## src/rtl/uart_pkg.sv

```systemverilog
// Shared types and default parameters for the UART transmit path.
// The optional even-parity bit is enabled by defining UART_TX_PARITY_EN.
package uart_pkg;

  typedef enum logic [2:0] {
    IDLE,
    START,
    DATA,
    PARITY,
    STOP
  } tx_state_t;

  localparam int UART_DEFAULT_CLKS_PER_BIT = 868;
  localparam int UART_DEFAULT_DEPTH        = 16;

endpackage

```

## src/rtl/uart_tx_serializer.sv

```systemverilog
// Frame serializer: START, 8 data bits LSB first, optional even parity, STOP.
// The parity state exists only when UART_TX_PARITY_EN is defined.
module uart_tx_serializer
  import uart_pkg::*;
#(
  parameter int CLKS_PER_BIT = UART_DEFAULT_CLKS_PER_BIT
) (
  input  logic       clk,
  input  logic       reset,
  input  logic [7:0] byte_in,
  input  logic       byte_valid,
  output logic       take,
  output logic       tx,
  output logic       active
);

  localparam int CNT_W = $clog2(CLKS_PER_BIT);
  localparam logic [CNT_W-1:0] CNT_LAST = CNT_W'(CLKS_PER_BIT - 1);

  tx_state_t        state, state_n;
  logic [CNT_W-1:0] cnt, cnt_n;
  logic [2:0]       bit_idx, bit_idx_n;
  logic [7:0]       shreg, shreg_n;
  logic             tx_n;
  logic             baud_done;
`ifdef UART_TX_PARITY_EN
  logic             par, par_n;
`endif

  assign baud_done = (cnt == CNT_LAST);
  // A new byte is only taken when the line is idle or the stop bit is ending,
  // which gives back-to-back frames without an idle gap.
  assign take      = byte_valid && ((state == IDLE) || ((state == STOP) && baud_done));
  assign active    = (state != IDLE);

  always_comb begin
    state_n   = state;
    bit_idx_n = bit_idx;
    shreg_n   = shreg;
`ifdef UART_TX_PARITY_EN
    par_n     = par;
`endif
    case (state)
      IDLE: begin
        if (take) begin
          state_n = START;
          shreg_n = byte_in;
`ifdef UART_TX_PARITY_EN
          par_n   = ^byte_in;
`endif
        end
      end
      START: begin
        if (baud_done) begin
          state_n   = DATA;
          bit_idx_n = 3'd0;
        end
      end
      DATA: begin
        if (baud_done) begin
          if (bit_idx == 3'd7) begin
`ifdef UART_TX_PARITY_EN
            state_n = PARITY;
`else
            state_n = STOP;
`endif
          end else begin
            bit_idx_n = bit_idx + 3'd1;
            shreg_n   = {1'b0, shreg[7:1]};
          end
        end
      end
`ifdef UART_TX_PARITY_EN
      PARITY: begin
        if (baud_done) state_n = STOP;
      end
`endif
      STOP: begin
        if (baud_done) begin
          if (take) begin
            state_n = START;
            shreg_n = byte_in;
`ifdef UART_TX_PARITY_EN
            par_n   = ^byte_in;
`endif
          end else begin
            state_n = IDLE;
          end
        end
      end
      default: state_n = IDLE;
    endcase
  end

  always_comb begin
    cnt_n = cnt + CNT_W'(1);
    if ((state_n != state) || (state == IDLE)) cnt_n = '0;
  end

  // tx is registered from the next-state view so it changes with the state.
  always_comb begin
    tx_n = 1'b1;
    case (state_n)
      START:   tx_n = 1'b0;
      DATA:    tx_n = shreg_n[0];
`ifdef UART_TX_PARITY_EN
      PARITY:  tx_n = par_n;
`endif
      default: tx_n = 1'b1;
    endcase
  end

  always_ff @(posedge clk) begin
    if (!reset) begin
      state   <= IDLE;
      cnt     <= '0;
      bit_idx <= 3'd0;
      shreg   <= 8'd0;
      tx      <= 1'b1;
`ifdef UART_TX_PARITY_EN
      par     <= 1'b0;
`endif
    end else begin
      state   <= state_n;
      cnt     <= cnt_n;
      bit_idx <= bit_idx_n;
      shreg   <= shreg_n;
      tx      <= tx_n;
`ifdef UART_TX_PARITY_EN
      par     <= par_n;
`endif
    end
  end

endmodule

```

## src/rtl/uart_tx_buffer.sv

```systemverilog
// UART transmit buffer: valid/ready byte FIFO feeding an 8N1 serializer.
// Define UART_TX_PARITY_EN to append an even-parity bit to every frame.
module uart_tx_buffer
  import uart_pkg::*;
#(
  parameter int DEPTH        = UART_DEFAULT_DEPTH,
  parameter int CLKS_PER_BIT = UART_DEFAULT_CLKS_PER_BIT
) (
  input  logic                       clk,
  input  logic                       reset,
  input  logic [7:0]                 in_data,
  input  logic                       in_valid,
  output logic                       in_ready,
  output logic                       tx,
  output logic                       busy,
  output logic [$clog2(DEPTH+1)-1:0] level
);

  localparam int PTR_W = $clog2(DEPTH);
  localparam int LVL_W = $clog2(DEPTH + 1);
  localparam logic [LVL_W-1:0] FULL_LVL = LVL_W'(DEPTH);

  logic [7:0]       mem [DEPTH];
  logic [PTR_W-1:0] wr_ptr, rd_ptr;
  logic             push, pop;
  logic             ser_active;

  // Fullness is judged on the registered level, so a same-cycle pop never frees a slot.
  assign in_ready = reset && (level != FULL_LVL);
  assign push     = in_valid && in_ready;
  assign busy     = ser_active || (level != '0);

  always_ff @(posedge clk) begin
    if (!reset) begin
      wr_ptr <= '0;
      rd_ptr <= '0;
      level  <= '0;
      for (int i = 0; i < DEPTH; i++) mem[i] <= 8'd0;
    end else begin
      if (push) begin
        mem[wr_ptr] <= in_data;
        wr_ptr      <= wr_ptr + PTR_W'(1);
      end
      if (pop) rd_ptr <= rd_ptr + PTR_W'(1);
      case ({push, pop})
        2'b10:   level <= level + LVL_W'(1);
        2'b01:   level <= level - LVL_W'(1);
        default: level <= level;
      endcase
    end
  end

  uart_tx_serializer #(
    .CLKS_PER_BIT(CLKS_PER_BIT)
  ) u_serializer (
    .clk       (clk),
    .reset     (reset),
    .byte_in   (mem[rd_ptr]),
    .byte_valid(level != '0),
    .take      (pop),
    .tx        (tx),
    .active    (ser_active)
  );

endmodule

```

## config.mk

```make
export PLATFORM = sky130hd
export DESIGN_NAME = uart_tx_buffer
export DESIGN_NICKNAME = d
export VERILOG_FILES = /design/src/rtl/uart_pkg.sv /design/src/rtl/uart_tx_serializer.sv /design/src/rtl/uart_tx_buffer.sv
export SDC_FILE = /design/constraint.sdc
export NUM_CORES = 1
export LEC_CHECK = 0
export BUFFER_PORTS_ARGS = -buffer_cell sky130_fd_sc_hd__buf_2
export CAP_MARGIN = 20
export CORE_MARGIN = 8
export CORE_UTILIZATION = 50
export DETAILED_ROUTE_END_ITERATION = 16
export PLACE_DENSITY = 0.75
export SETUP_SLACK_MARGIN = 0.15
export SYNTH_ARGS = -nofsm -noshare
export SYNTH_HDL_FRONTEND = slang
export SYNTH_SLANG_ARGS = --single-unit
```

## constraint.sdc

```tcl
create_clock -name clk -period 4 [get_ports clk]
set_input_delay 0.4 -clock clk [delete_from_list [all_inputs] [get_ports clk]]
set_output_delay 0.4 -clock clk [all_outputs]
set_load 0.05 [all_outputs]
```

---- Word-level counts from Yosys, hierarchy flattened ----
Memory sizes are Yosys's and may differ from the RTL's. A register that Yosys moved wholly into a read port is not among the register bits.
Index checks and enable logic that the tools add are counted.
storage, ports and cells
  flip-flop bits (word level) ............. 38
  bits in writable memories ............... 128
  output and inout port bits .............. 8
  memories kept ........................... 1
operators by class
  add/subtract/negate cells ............... 6
  eq/ne operators ......................... 15
  multiplexer cells ....................... 27
  bitwise gates (word level) .............. 1
  reductions and logical operators ........ 17
memories
  name  words  bits a word  rd ports  clocked after memory_dff  write ports  line                  source
  mem   16     8            1         1                         16           uart_tx_buffer.sv:23  logic [7:0] mem [DEPTH];
operators with widths
  operator               count
  $mux 8                 5
  $mux 3                 8
  $pmux 8 s3             1
  $mux 4                 3
  $pmux 3 s4             1
  $add 10x1->10 const B  1
  $eq 10x10->1 const B   1
  $pmux 5 s2             1
  $add 4x1->4 const B    2
  $reduce_and 4->1       2
  $reduce_or 8->1        1
  $eq 3x1->1 const B     2
  $eq 3x2->1 const B     2
  $eq 3x3->1 const B     2
  $mux 1                 6
  $ne 2x1->1 const B     3
  $pmux 3 s2             1
  $reduce_bool 3->1      2
  $add 5x1->5 const B    1
  $ne 5x5->1 const B     1
  $reduce_bool 5->1      1
  $sub 5x1->5 const B    1
  $logic_and 1x1->1      4
  $reduce_bool 2->1      2
  other kinds (10)       12

---- Depth between registers and ports, before layout ----
Gate-level depths: netlist (run 1).
  depth in word-level cells ............... 10
  depth in mapped cells ................... 13
  mapped depth without buffers ............ 12

---- Modules after synthesis ----
Synthesis (run 1) repeated with hierarchy kept, for this count alone.
unflattened totals
  cells, all modules ...................... 651
  area total of the unflattened synthesis .. 8065.2 um^2
by module, submodules not included
  module              instances  cells an instance  area an instance (um^2)  seq. area each (um^2)
  uart_tx_buffer      1          496                6651.4                   4184.0
  uart_tx_serializer  1          155                1413.9                   500.5

---- Worst setup path after synthesis (run 1) ----
OpenSTA, ideal clock, no wires.
  path type ............................... reg-to-reg
  start point ............................. reg u_serializer.cnt[2]
  end point ............................... reg level[4]
  arrival ................................. 3128 ps
  data required time ...................... 3929 ps
  setup slack ............................. 801 ps
  stages on the path, launching flop included .. 14
  path buffers ............................ 2
  clock period less this slack ............ 3199 ps
  cells stage by stage .................... dfxtp_1 > or3b_1 > buf_2 > or3_1 > buf_6 > a21oi_4 > ha_1 > inv_1 > fa_1 > nor2b_1 > o21ai_0 > and3_1 > or4_1 > a21oi_1
between the ends
  cells in the longest elaborated chain, start to end .. 6
  elaborated cells between the ends (all ways) .. 8
  classes of those cells .................. eq/ne (3); mux (1); reduce/logical (4)
RTL lines
  what                                                    line                       source
  start, declared                                         uart_tx_serializer.sv:21   logic [CNT_W-1:0] cnt, cnt_n;
  start signal, assigned                                  uart_tx_serializer.sv:125  cnt <= cnt_n;
  $eq 10x10->1 *                                          uart_tx_serializer.sv:30   assign baud_done = (cnt == CNT_LAST);
  $logic_and 1x1->1 *                                     uart_tx_serializer.sv:33   assign take = byte_valid && ((state == IDLE) || ((state == STOP) && baud_done));
  $logic_or 1x1->1 *                                      uart_tx_serializer.sv:33
  $logic_and 1x1->1 *                                     uart_tx_serializer.sv:33
  $eq 2x1->1 / $eq 2x2->1 (equally long branches)         uart_tx_buffer.sv:45       case ({push, pop})
  $pmux 5 s2 / $reduce_bool 2->1 (equally long branches)  n/a
  end signal, assigned                                    uart_tx_buffer.sv:46       2'b10: level <= level + LVL_W'(1);
  end signal, assigned                                    uart_tx_buffer.sv:47       2'b01: level <= level - LVL_W'(1);
  end signal, assigned                                    uart_tx_buffer.sv:48       default: level <= level;
  end, declared                                           uart_tx_buffer.sv:16       output logic [$clog2(DEPTH+1)-1:0] level
Mark *: on every way between the ends. The rest lies on a longest branch, timed or not.
A chain may end at the register's enable or synchronous reset.

---- Worst setup path in the final report (run 1) ----
Ends and elaborated chain as after synthesis.

==> metrics.md, run 1 <==
| Metric | Value |
|---|---|
| Setup Skew | `0.00735 ns` |
| Syn Area/Cell | `12.2 sq um` |
| Sequential fraction of the synthesis area | `0.575` |
| R2R Setup Slk | `around 0.46 ns` |
| Grt ovf | `0` |
| Hold endpoint | `u_serializer.tx` |
| WL/cell | `about 19 microns` |
| Synthesis-to-layout area growth | `11.1%` |
| Worst-Skew Late Latency | `between 0.4 and 0.5 ns` |
| Routability congestion estimate | `around 0.86` |
| Die Footprint | `between 0.02 and 0.025 sq mm` |
| Rows | `46` |
| Post-synthesis async set-or-reset flop share | `0` |
| Largest net degree at the start of global routing | `32` |
| I/O pin count | `19` |
| Post-synth top area share | `0.472` |
| CTS clk-pin slew, worst paths | `around 0.070 ns` |
| Worst setup path start | `u_serializer.cnt[2]` |
| Critical path endpoint category | `register` |
| First-pass GRT wire length | `between 20,000 and 30,000 microns` |
| Commonest non-fill, non-tap cell in the layout | `and2_1` |
| Htree depth | `4` |
| Drt total wl | `17,700 microns` |
| LEAKAGE | `approximately 0.0033 uW` |
| Final setup vio count | `0` |
| DRT antenna net count | `0` |
| Yosys warns | `0` |
| DRC viols | `0` |
| Post-DP HPWL | `about 12,000 microns` |
| Seq cells post-synth | `170` |
| Antenna violations before repair | `0` |
| Yosys top cell by area | `edfxtp_1` |
| Pwr dens | `between 500 and 600 mW/mm^2` |
| CP arrival | `about 4 ns` |
| CTS tree | `yes` |
| Slew HR | `0.410` |
| Fin nets | `~710` |
| Fmax | `approximately 0.28 GHz` |
| Total GRT Usage | `0.180` |
| DIE HEIGHT | `roughly 140 microns` |
| Setup TNS Final | `0 ns` |
| Worst hold-check path type | `in -> reg` |
| Via count | `between 5,000 and 6,000` |
| Vias in the first global route | `about 5,200` |
| # hold bufs at CTS | `0` |
| DR iter-0 viols | `488` |
| Die Width | `about 140 microns` |
| Post_cts resized | `0` |
| Ys flop type | `edfxtp_1` |
| Layout cells sized above 1 | `0.168` |
| Slew Limit Fails | `0` |
| Max clock buf depth | `2` |
| I/O Buffers | `18` |
| Syn nets | `about 690` |
| CTS Buf Count | `17` |
| CP max FO | `8` |
| Final hold violations | `0` |
| Maximum vdd ir drop | `0.382 mV` |
| R2R cell count | `11` |
| Via-per-instance ratio | `5.78` |
| CP Data Required Time | `4.36 ns` |
| Post-synth EDFFs | `128` |
| Cells taking the most area after synthesis | `edfxtp_1 (47%), and2_1 (10%), dfxtp_1 (10%)` |
| Mapped cell area | `just over 0.008 sq mm` |
| Initial core utilization | `0.513` |
| CP Launch Type | `register` |
| Drt pass-1 iters | `5` |
| Post-CTS Setup Repair Bufs | `0` |
| Max_cap viols | `0` |
| Min-delay src | `reset` |
| Worst-margin pin slew | `between 0.8 and 0.9 ns` |
| ANT cells | `0` |
| Worst hold stages | `3` |
| Hold Slack | `0.434 ns` |
| Post-synthesis instance total | `roughly 670` |
| R2R Path Start | `u_serializer.cnt[2]` |
| Outcome | `completed` |
| Synth unique cells | `between 50 and 60` |
| RSZ-0062 raised after global routing | `false` |
| Post-route minimum period | `3.54 ns` |
| Critical R2R Capture | `level[4]` |
| Final Cycle Share | `0.886` |
| CTS Sinks | `170` |
| Setup CP Type | `reg -> reg` |
| Core Footprint | `between 0.015 and 0.02 sq mm` |
| Filler cells | `around 1,300` |
| Most frequent cells in the layout | `and2_1 (135), edfxtp_1 (128), nor2_1 (49)` |
| Clk root buf | `clkbuf_16` |
## synth_stat cells, drive strengths merged (3+ instances only)
cell,count
clkbuf,23
and2,135
a22o,13
nor3,9
mux2,26
edfxtp,128
xor2,6
inv,12
ha,12
a31oi,7
a21oi,11
nor2b,5
buf,14
nand3,7
nor4,3
a311oi,6
dfxtp,42
nand2,23
o31ai,4
o22ai,13
nor2,49
nand2b,9
xnor2,10
mux4,9
o21ai,29
o32ai,6
mux2i,27
a22oi,3
## through the flow
stage / std cells / power (uW) / util / area, sq um / worst slack, ns
floorplan: 668 / 3200 / - / 8140 / 0.801
global placement: 871 / 3460 / 0.528 / 8390 / 0.630
detailed placement: 880 / 3540 / 0.532 / 8450 / 0.491
CTS: 912 / 5160 / 0.569 / 9030 / 0.472
global route: 914 / 5380 / 0.569 / 9050 / 0.208
finish: 914 / 5150 / 0.569 / 9050 / 0.456
## sequential cells by signal (all words and copies together) (netlist names), named ones only
register and cells:
rd_ptr 4, u_serializer.state 3, u_serializer.cnt 10, u_serializer.shreg 8, mem 128, level 5
wr_ptr 4, u_serializer.tx 1, u_serializer.bit_idx 3
## critical path, cell delays in order (launching register included)
cell,delay (ns)
dfxtp_1,0.35
or3b_1,0.51
or3_1,0.49
a21oi_4,0.31
ha_1,0.30
inv_1,0.10
fa_1,0.39
nor2b_1,0.15
o21ai_0,0.12
and3_1,0.21
or4_1,0.40
a21oi_1,0.15
## routing by layer
layer / wire, microns / global-route usage / share of wire
met5: 0 / 0 / 0
met4: 308 / 0.0670 / 0.017
met3: 1200 / 0.0382 / 0.068
met2: 8590 / 0.297 / 0.48
met1: 7630 / 0.229 / 0.43
## where the power goes
part	internal, uW	switching (uW)
Combinational	516	838
Sequential	2040	129
Clock	884	745
Total	3440	1710
## how the worst max path moves through the flow
stage,endpoint,slack (ns),cells after the start
2_1_floorplan,level[4],0.80,13
3_3_place_gp,level[4],0.63,11
3_5_place_dp,level[4],0.49,12
4_1_cts,level[4],0.47,11
5_1_grt,level[4],0.21,12
6_report,level[4],0.46,11
## area by class of cell
cell class / instances / area, sq um / area share
repair buffers: 35 / 208 / 0.0230
flip-flops and latches: 170 / 4690 / 0.518
clock inverters: 15 / 160 / 0.0177
multi-input cells: 449 / 3250 / 0.359
inverters: 12 / 45.0 / 0.00498
clock buffers: 17 / 425 / 0.0470
well taps: 216 / 270 / 0.0299
## cell families after synthesis
logic type / share of synthesized area
AND/OR/NAND/NOR: 0.177
multiplexers: 0.0940
XOR/XNOR: 0.0172
adder cells (fa/ha/maj): 0.0209
flip-flops: 0.575
buffers and inverters: 0.0255
AO/OA/AOI/OAI: 0.0897
No activity file was read; power rests on OpenSTA's default activity.
==> inputs of run 2 (changes only) <==
--- a/config.mk
+++ b/config.mk
@@ -5,8 +5,9 @@
 export SDC_FILE = /design/constraint.sdc
 export NUM_CORES = 1
 export LEC_CHECK = 0
+export ABC_AREA = 1
 export BUFFER_PORTS_ARGS = -buffer_cell sky130_fd_sc_hd__buf_2
-export CAP_MARGIN = 20
+export CAP_MARGIN = 30
 export CORE_MARGIN = 8
 export CORE_UTILIZATION = 50
 export DETAILED_ROUTE_END_ITERATION = 16
==> run 2 against run 1 <==
Core utilization fell by 0.85 points. Critical path type unchanged. Routed wire length rose by 4.9%. Clock-buffer cell count did not move. Total power rose by 1.0%. Largest cell class unchanged. Synthesized area barely moved. Synthesized cell count rose by 35%. Sequential cell count did not move.
==> metrics.md, run 2 <==
| Metric | Value |
|---|---|
| Outcome | `completed` |
| Ys flop type | `edfxtp_1` |
| Total GRT Usage | `0.192` |
| Post-DP HPWL | `about 12,000 microns` |
| Slew HR | `0.444` |
| NetSw | `between 1500 and 2000 uW` |
| Commonest non-fill, non-tap cell in the layout | `nand2_1` |
| Cells taking the most area after synthesis | `edfxtp_1 (47%), dfxtp_1 (10%), nand2_1 (10%)` |
| Post-CTS Setup Repair Bufs | `0` |
| Clk root buf | `clkbuf_16` |
| WL/cell | `16.4 microns` |
| Syn Area/Cell | `roughly 9 sq um` |
| Worst setup path start | `u_serializer.cnt[0]` |
| Initial core utilization | `0.512` |
| Fmax | `0.319 GHz` |
| Post-synth top area share | `0.472` |
| Yosys warns | `0` |
| # hold bufs at CTS | `0` |
| Setup Skew | `between 0.01 and 0.015 ns` |
| Layout cells sized above 1 | `0.117` |
| Yosys top cell by area | `edfxtp_1` |
| Setup CP Type | `reg -> reg` |
| Mapped cell area | `0.00814 sq mm` |
| Synthesis-to-layout area growth | `9.50%` |
| Htree depth | `4` |
| Top cells by count, synth | `nand2_1 (219), nor2_1 (178), edfxtp_1 (128)` |
| Worst hold-check path type | `in -> reg` |
| Final hold violations | `0` |
| Post-route minimum period | `between 3 and 4 ns` |
| R2R cell count | `16` |
| Worst-Skew Late Latency | `0.44 ns` |
| Biggest regs | `mem (128), u_serializer.cnt (10), u_serializer.shreg (8)` |
| RSZ-0062 raised after global routing | `false` |
| CTS clk-pin slew, worst paths | `about 0.06 ns` |
| Max reg flops | `between 100 and 150` |
| Syn nets | `roughly 930` |
| Die Footprint | `roughly 0.021 sq mm` |
| Worst Slack Setup Final | `between 0.8 and 0.9 ns` |
| Filler cells | `1,395` |
| Most numerous cell in the Yosys netlist | `nand2_1` |
| Post-synthesis instance total | `approximately 900` |
| DRT antenna net count | `0` |
| Seq cells post-synth | `between 150 and 200` |
| Antenna violations before repair | `0` |
| Min-delay src | `in_valid` |
| Synth unique cells | `40` |
| Final Cycle Share | `0.784` |
| LEAKAGE | `around 0.0036 uW` |
| Internal power | `roughly 3300 uW` |
| CP arrival | `3.45 ns` |
| Critical path endpoint category | `register` |
| CTS tree | `yes` |
| Clock power frac | `0.298` |
| Routability congestion estimate | `around 0.9` |
| DIE HEIGHT | `about 140 microns` |
| CP Launch Type | `register` |
| Sequential fraction of design power | `0.408` |
| Most frequent cells in the layout | `nand2_1 (219), nor2_1 (178), edfxtp_1 (128)` |
| Combinational share of power | `0.293` |
| Top reg by flops | `mem` |
| Slew Limit Fails | `0` |
| DRC viols | `0` |
| Via count | `6,171` |
| Post-synthesis async set-or-reset flop share | `0` |
| Fin nets | `929` |
| CP Data Required Time | `between 4 and 5 ns` |
| Critical R2R Capture | `level[4]` |
| First-pass GRT wire length | `30,100 microns` |
| R2R Setup Slk | `0.87 ns` |
| Worst setup path endpoint | `level[4]` |
| CP max FO | `16` |
| Pre-CTS setup slack | `around 0.94 ns` |
| Largest net degree at the start of global routing | `67` |
| Grt ovf | `0` |
| Pwr dens | `between 500 and 600 mW/mm^2` |
| Die Width | `144 microns` |
| Max_cap viols | `0` |
| Core Footprint | `0.0159 sq mm` |
| Post-synth EDFFs | `approximately 130` |
| Via-per-instance ratio | `between 5 and 6` |
| ANT cells | `0` |
| Setup TNS Final | `0 ns` |
| CTS Buf Count | `17` |
| Maximum vdd ir drop | `about 0.36 mV` |
| Drt pass-1 iters | `5` |
| Worst-margin pin slew | `~0.83 ns` |
| I/O pin count | `19` |
| Final setup vio count | `0` |
| Rows | `46` |
| DR iter-0 viols | `~750` |
| CTS Sinks | `170` |
| Sequential fraction of the synthesis area | `0.576` |
| Post_cts resized | `0` |
| I/O Buffers | `18` |
| Vias in the first global route | `5,902` |
| Max clock buf depth | `2` |
| Drt total wl | `about 19,000 microns` |
| Switch share | `0.360` |
| R2R Path Start | `u_serializer.cnt[0]` |
-- run 2: worst max-delay path, cell delays in order, from the launching register on --
cell	delay (ns)
dfxtp_1	0.37
ha_1	0.24
nand2_1	0.09
nor2_2	0.09
nand3_2	0.26
a21oi_4	0.46
ha_1	0.32
inv_1	0.10
fa_1	0.41
inv_1	0.07
nand2_1	0.04
nand2_1	0.05
a21oi_1	0.08
nand2_1	0.10
nand2_1	0.06
o21ai_0	0.19
nor2_1	0.07
-- run 2: metrics by stage --
step | std cells | utilization | power, uW | cell area, sq um | hold slack (ns)
after floorplan | 902 | - | 3290 | 8140 | 0.442
after global placement | 1102 | 0.526 | 3640 | 8360 | 0.455
after detailed placement | 1102 | 0.526 | 3680 | 8360 | 0.466
after CTS | 1134 | 0.561 | 5200 | 8910 | 0.258
after global routing | 1134 | 0.561 | 5470 | 8910 | 0.288
final | 1134 | 0.561 | 5200 | 8910 | 0.267
-- run 2: logic make-up after synthesis --
family,share of synthesized area
flip-flops,0.576
AND/OR/NAND/NOR,0.299
AO/OA/AOI/OAI,0.0455
buffers and inverters,0.0469
XOR/XNOR,0.0118
adder cells (fa/ha/maj),0.0209
-- run 2: final cells by class --
cell class,instances,area [sq um],share of cell area
Clock inverter,15,128,0.0143
Multi-Input combinational cell,640,3070,0.345
Sequential cell,170,4690,0.526
Tap cell,216,270,0.0303
Inverter,54,210,0.0236
Timing Repair Buffer,22,120,0.0135
Clock buffer,17,425,0.0477
-- run 2: worst min path at each step --
| stage | endpoint | slack, ns | cells after the start |
|---|---|---|---|
| 4_1_cts | wr_ptr[3] | 0.26 | 3 |
| 3_5_place_dp | u_serializer.bit_idx[2] | 0.47 | 2 |
| 3_3_place_gp | u_serializer.cnt[0] | 0.46 | 1 |
| 5_1_grt | wr_ptr[3] | 0.29 | 3 |
| 2_1_floorplan | u_serializer.cnt[0] | 0.44 | 1 |
| 6_report | wr_ptr[3] | 0.27 | 3 |
-- run 2: power by group through the flow --
stage / clock network, uW / logic (uW) / registers [uW]
CTS: 1560 / 1530 / 2120
global route: 1630 / 1700 / 2140
floorplan: 0 / 1080 / 2210
global placement: 0 / 1490 / 2150
finish: 1550 / 1530 / 2120
detailed placement: 0 / 1520 / 2160
-- run 2: metal layers --
metal  track usage  wire [microns]  vias to the layer above
met5             0               0                        -
met4         0.111             709                        0
met2         0.303            8790                      228
li1              -               -                     2994
met1         0.245            7950                     2899
met3        0.0312            1140                       50
==> inputs of run 3 (changes only) <==
==> constraint.sdc (replaced) <==
create_clock -name clk -period 3.2 [get_ports clk]
set_input_delay 0.32 -clock clk [delete_from_list [all_inputs] [get_ports clk]]
set_output_delay 0.32 -clock clk [all_outputs]
set_load 0.05 [all_outputs]
==> run 3 against run 2 <==
Clock power increased by 23%. Total power increased by 25%. Critical endpoint unchanged. Critical path type unchanged. Sequential cell count unchanged.
==> metrics.md, run 3 (synthesis results as in run 2) <==
| Metric | Value |
|---|---|
| Fin cells | `~1,100` |
| Htree depth | `4` |
| Via count | `6,166` |
| I/O Buffers | `18` |
| DR iter-0 viols | `approximately 740` |
| Crit-path cells | `ha_1 > nand2_1 > nor2_2 > nand3_4 > a21oi_4 > ha_1 > inv_1 > fa_1 > inv_1 > nand2_1 > nand2_1 > a21oi_1 > nand2_1 > nand2_1 > o21ai_0 > nor2_1` |
| Setup TNS Final | `0 ns` |
| Via-per-instance ratio | `about 5.4` |
| Outcome | `completed` |
| Clk root buf | `clkbuf_16` |
| Maximum vdd ir drop | `between 0.4 and 0.5 mV` |
| Drt total wl | `roughly 19,000 microns` |
| Min-delay src | `in_valid` |
| CTS Sinks | `170` |
| Hold endpoint | `wr_ptr[3]` |
| Setup Skew | `~0.005 ns` |
| Most used cell, CP | `nand2_1` |
| Hold Slack | `0.197 ns` |
| Rows | `46` |
| Drt pass-1 iters | `5` |
| Synthesis-to-layout area growth | `9.64%` |
| Top reg by flops | `mem` |
| Slew HR | `0.400` |
| Grt ovf | `0` |
| Max clock buf depth | `2` |
| Final core utilization | `0.562` |
| Vias in the first global route | `just under 6,000` |
| RSZ-0062 raised after global routing | `false` |
| Critical R2R Capture | `level[4]` |
| Largest net degree at the start of global routing | `67` |
| Filler cells | `around 1,400` |
| Max_cap viols | `0` |
| R2R cell count | `16` |
| CP max stage cell | `fa_1` |
| CTS Buf Count | `17` |
| Slew Limit Fails | `0` |
| CP Launch Type | `register` |
| CTS clk-pin slew, worst paths | `roughly 0.06 ns` |
| Total GRT Usage | `0.194` |
| Pwr dens | `between 700 and 800 mW/mm^2` |
| Worst hold-check path type | `in -> reg` |
| Worst-margin pin slew | `0.899 ns` |
| Final hold violations | `0` |
| Most frequent cells in the layout | `nand2_1 (219), nor2_1 (178), edfxtp_1 (128)` |
| Die Footprint | `between 0.02 and 0.025 sq mm` |
| Core Footprint | `0.0159 sq mm` |
| CP Buf/Inv Count | `2` |
| Antenna violations before repair | `0` |
| Fin nets | `roughly 930` |
| Initial core utilization | `0.512` |
| Post-route minimum period | `approximately 2.7 ns` |
| Final setup vio count | `0` |
| CTS tree | `yes` |
| Critical path endpoint category | `register` |
| Setup CP Type | `reg -> reg` |
| R2R Path Start | `u_serializer.cnt[0]` |
| Final Cycle Share | `0.839` |
| Register area | `0.00469 sq mm` |
| ANT cells | `0` |
| Biggest regs | `mem (128), u_serializer.cnt (10), u_serializer.shreg (8)` |
| Stages on the worst setup path | `16` |
| Area of the multi-input gates | `just over 0.003 sq mm` |
| CP Data Required Time | `~3.5 ns` |
| I/O pin count | `19` |
| Post-DP HPWL | `~12,000 microns` |
| Worst-Skew Late Latency | `around 0.43 ns` |
| Delay-heaviest family, CP | `adder cells` |
| Die Width | `around 140 microns` |
| First-pass GRT wire length | `roughly 30,000 microns` |
| CP max FO | `11` |
| Fmax | `between 0.3 and 0.4 GHz` |
| Post-CTS Setup Repair Bufs | `0` |
| Commonest non-fill, non-tap cell in the layout | `nand2_1` |
| Max reg flops | `128` |
| R2R Setup Slk | `about 0.5 ns` |
| Layout cells sized above 1 | `0.116` |
| Routability congestion estimate | `between 0.8 and 0.9` |
| Worst hold stages | `3` |
| CP arrival | `around 3.0 ns` |
| Critical Path Max Stage Delay | `roughly 0.40 ns` |
| WL/cell | `16.5 microns` |
| LEAKAGE | `between 0.003 and 0.004 uW` |
| DRT antenna net count | `0` |
| DIE HEIGHT | `roughly 140 microns` |
| Placed Instances | `between 1,000 and 1,500` |
| DRC viols | `0` |
run 3: changes by cell type in the layout (fill, tap and decap cells not counted):
cell | before | now
nand3_4 | 2 | 3
clkinv_2 | 2 | 3
nand3_2 | 1 | 0
buf_4 | 4 | 7
clkinv_4 | 3 | 2
clkinvlp_4 | 6 | 3
clkbuf_1 | 0 | 2
run 3: power by group:
group,internal [uW],switching (uW),leakage (uW)
Clock,1060,850,0.000254
Combinational,562,1380,0.00170
Sequential,2550,98.8,0.00167
Total,4170,2320,0.00362
run 3: worst min-delay path, delay by kind of cell:
kind,cells,cell delay [ns]
buffers and inverters,1,0.11
AND/OR/NAND/NOR,1,0.07
AO/OA/AOI/OAI,1,0.06
run 3: per-stage QoR:
| step | cell area, sq um | setup WS, ns | total power [uW] |
|---|---|---|---|
| 2_1_floorplan | 8140 | 0.407 | 4110 |
| 3_3_place_gp | 8380 | 0.587 | 4580 |
| 3_5_place_dp | 8380 | 0.490 | 4620 |
| 4_1_cts | 8910 | 0.465 | 6500 |
| 5_1_grt | 8920 | 0.190 | 6840 |
| 6_report | 8920 | 0.515 | 6500 |
run 3: layout make-up:
type | count | share of cell area
clock inverters | 12 | 0.0114
repair buffers | 25 | 0.0160
flip-flops and latches | 170 | 0.525
clock buffers | 19 | 0.0485
inverters | 54 | 0.0236
multi-input cells | 640 | 0.345
well taps | 216 | 0.0303
run 3: worst max-delay path by stage:
stage	start	endpoint	slack, ns
3_5_place_dp	u_serializer.cnt[0]	level[4]	0.49
2_1_floorplan	level[1]	level[4]	0.41
6_report	u_serializer.cnt[0]	level[4]	0.52
3_3_place_gp	u_serializer.cnt[0]	level[4]	0.59
4_1_cts	u_serializer.cnt[0]	level[4]	0.47
5_1_grt	u_serializer.cnt[0]	level[4]	0.19
run 3: timing repair:
action,4_1_cts,5_1_grt
hold buffers,0,0
resized for setup,0,1
endpoints found under the setup margin,0,1
run 3: routing by layer:
layer / wire length [microns] / up-vias / track usage / share of wire
li1: - / 3000 / - / -
met1: 7850 / 2893 / 0.250 / 0.42
met3: 1320 / 37 / 0.0461 / 0.070
met2: 9140 / 236 / 0.311 / 0.49
met5: 0 / - / 0 / 0
met4: 412 / 0 / 0.0692 / 0.022
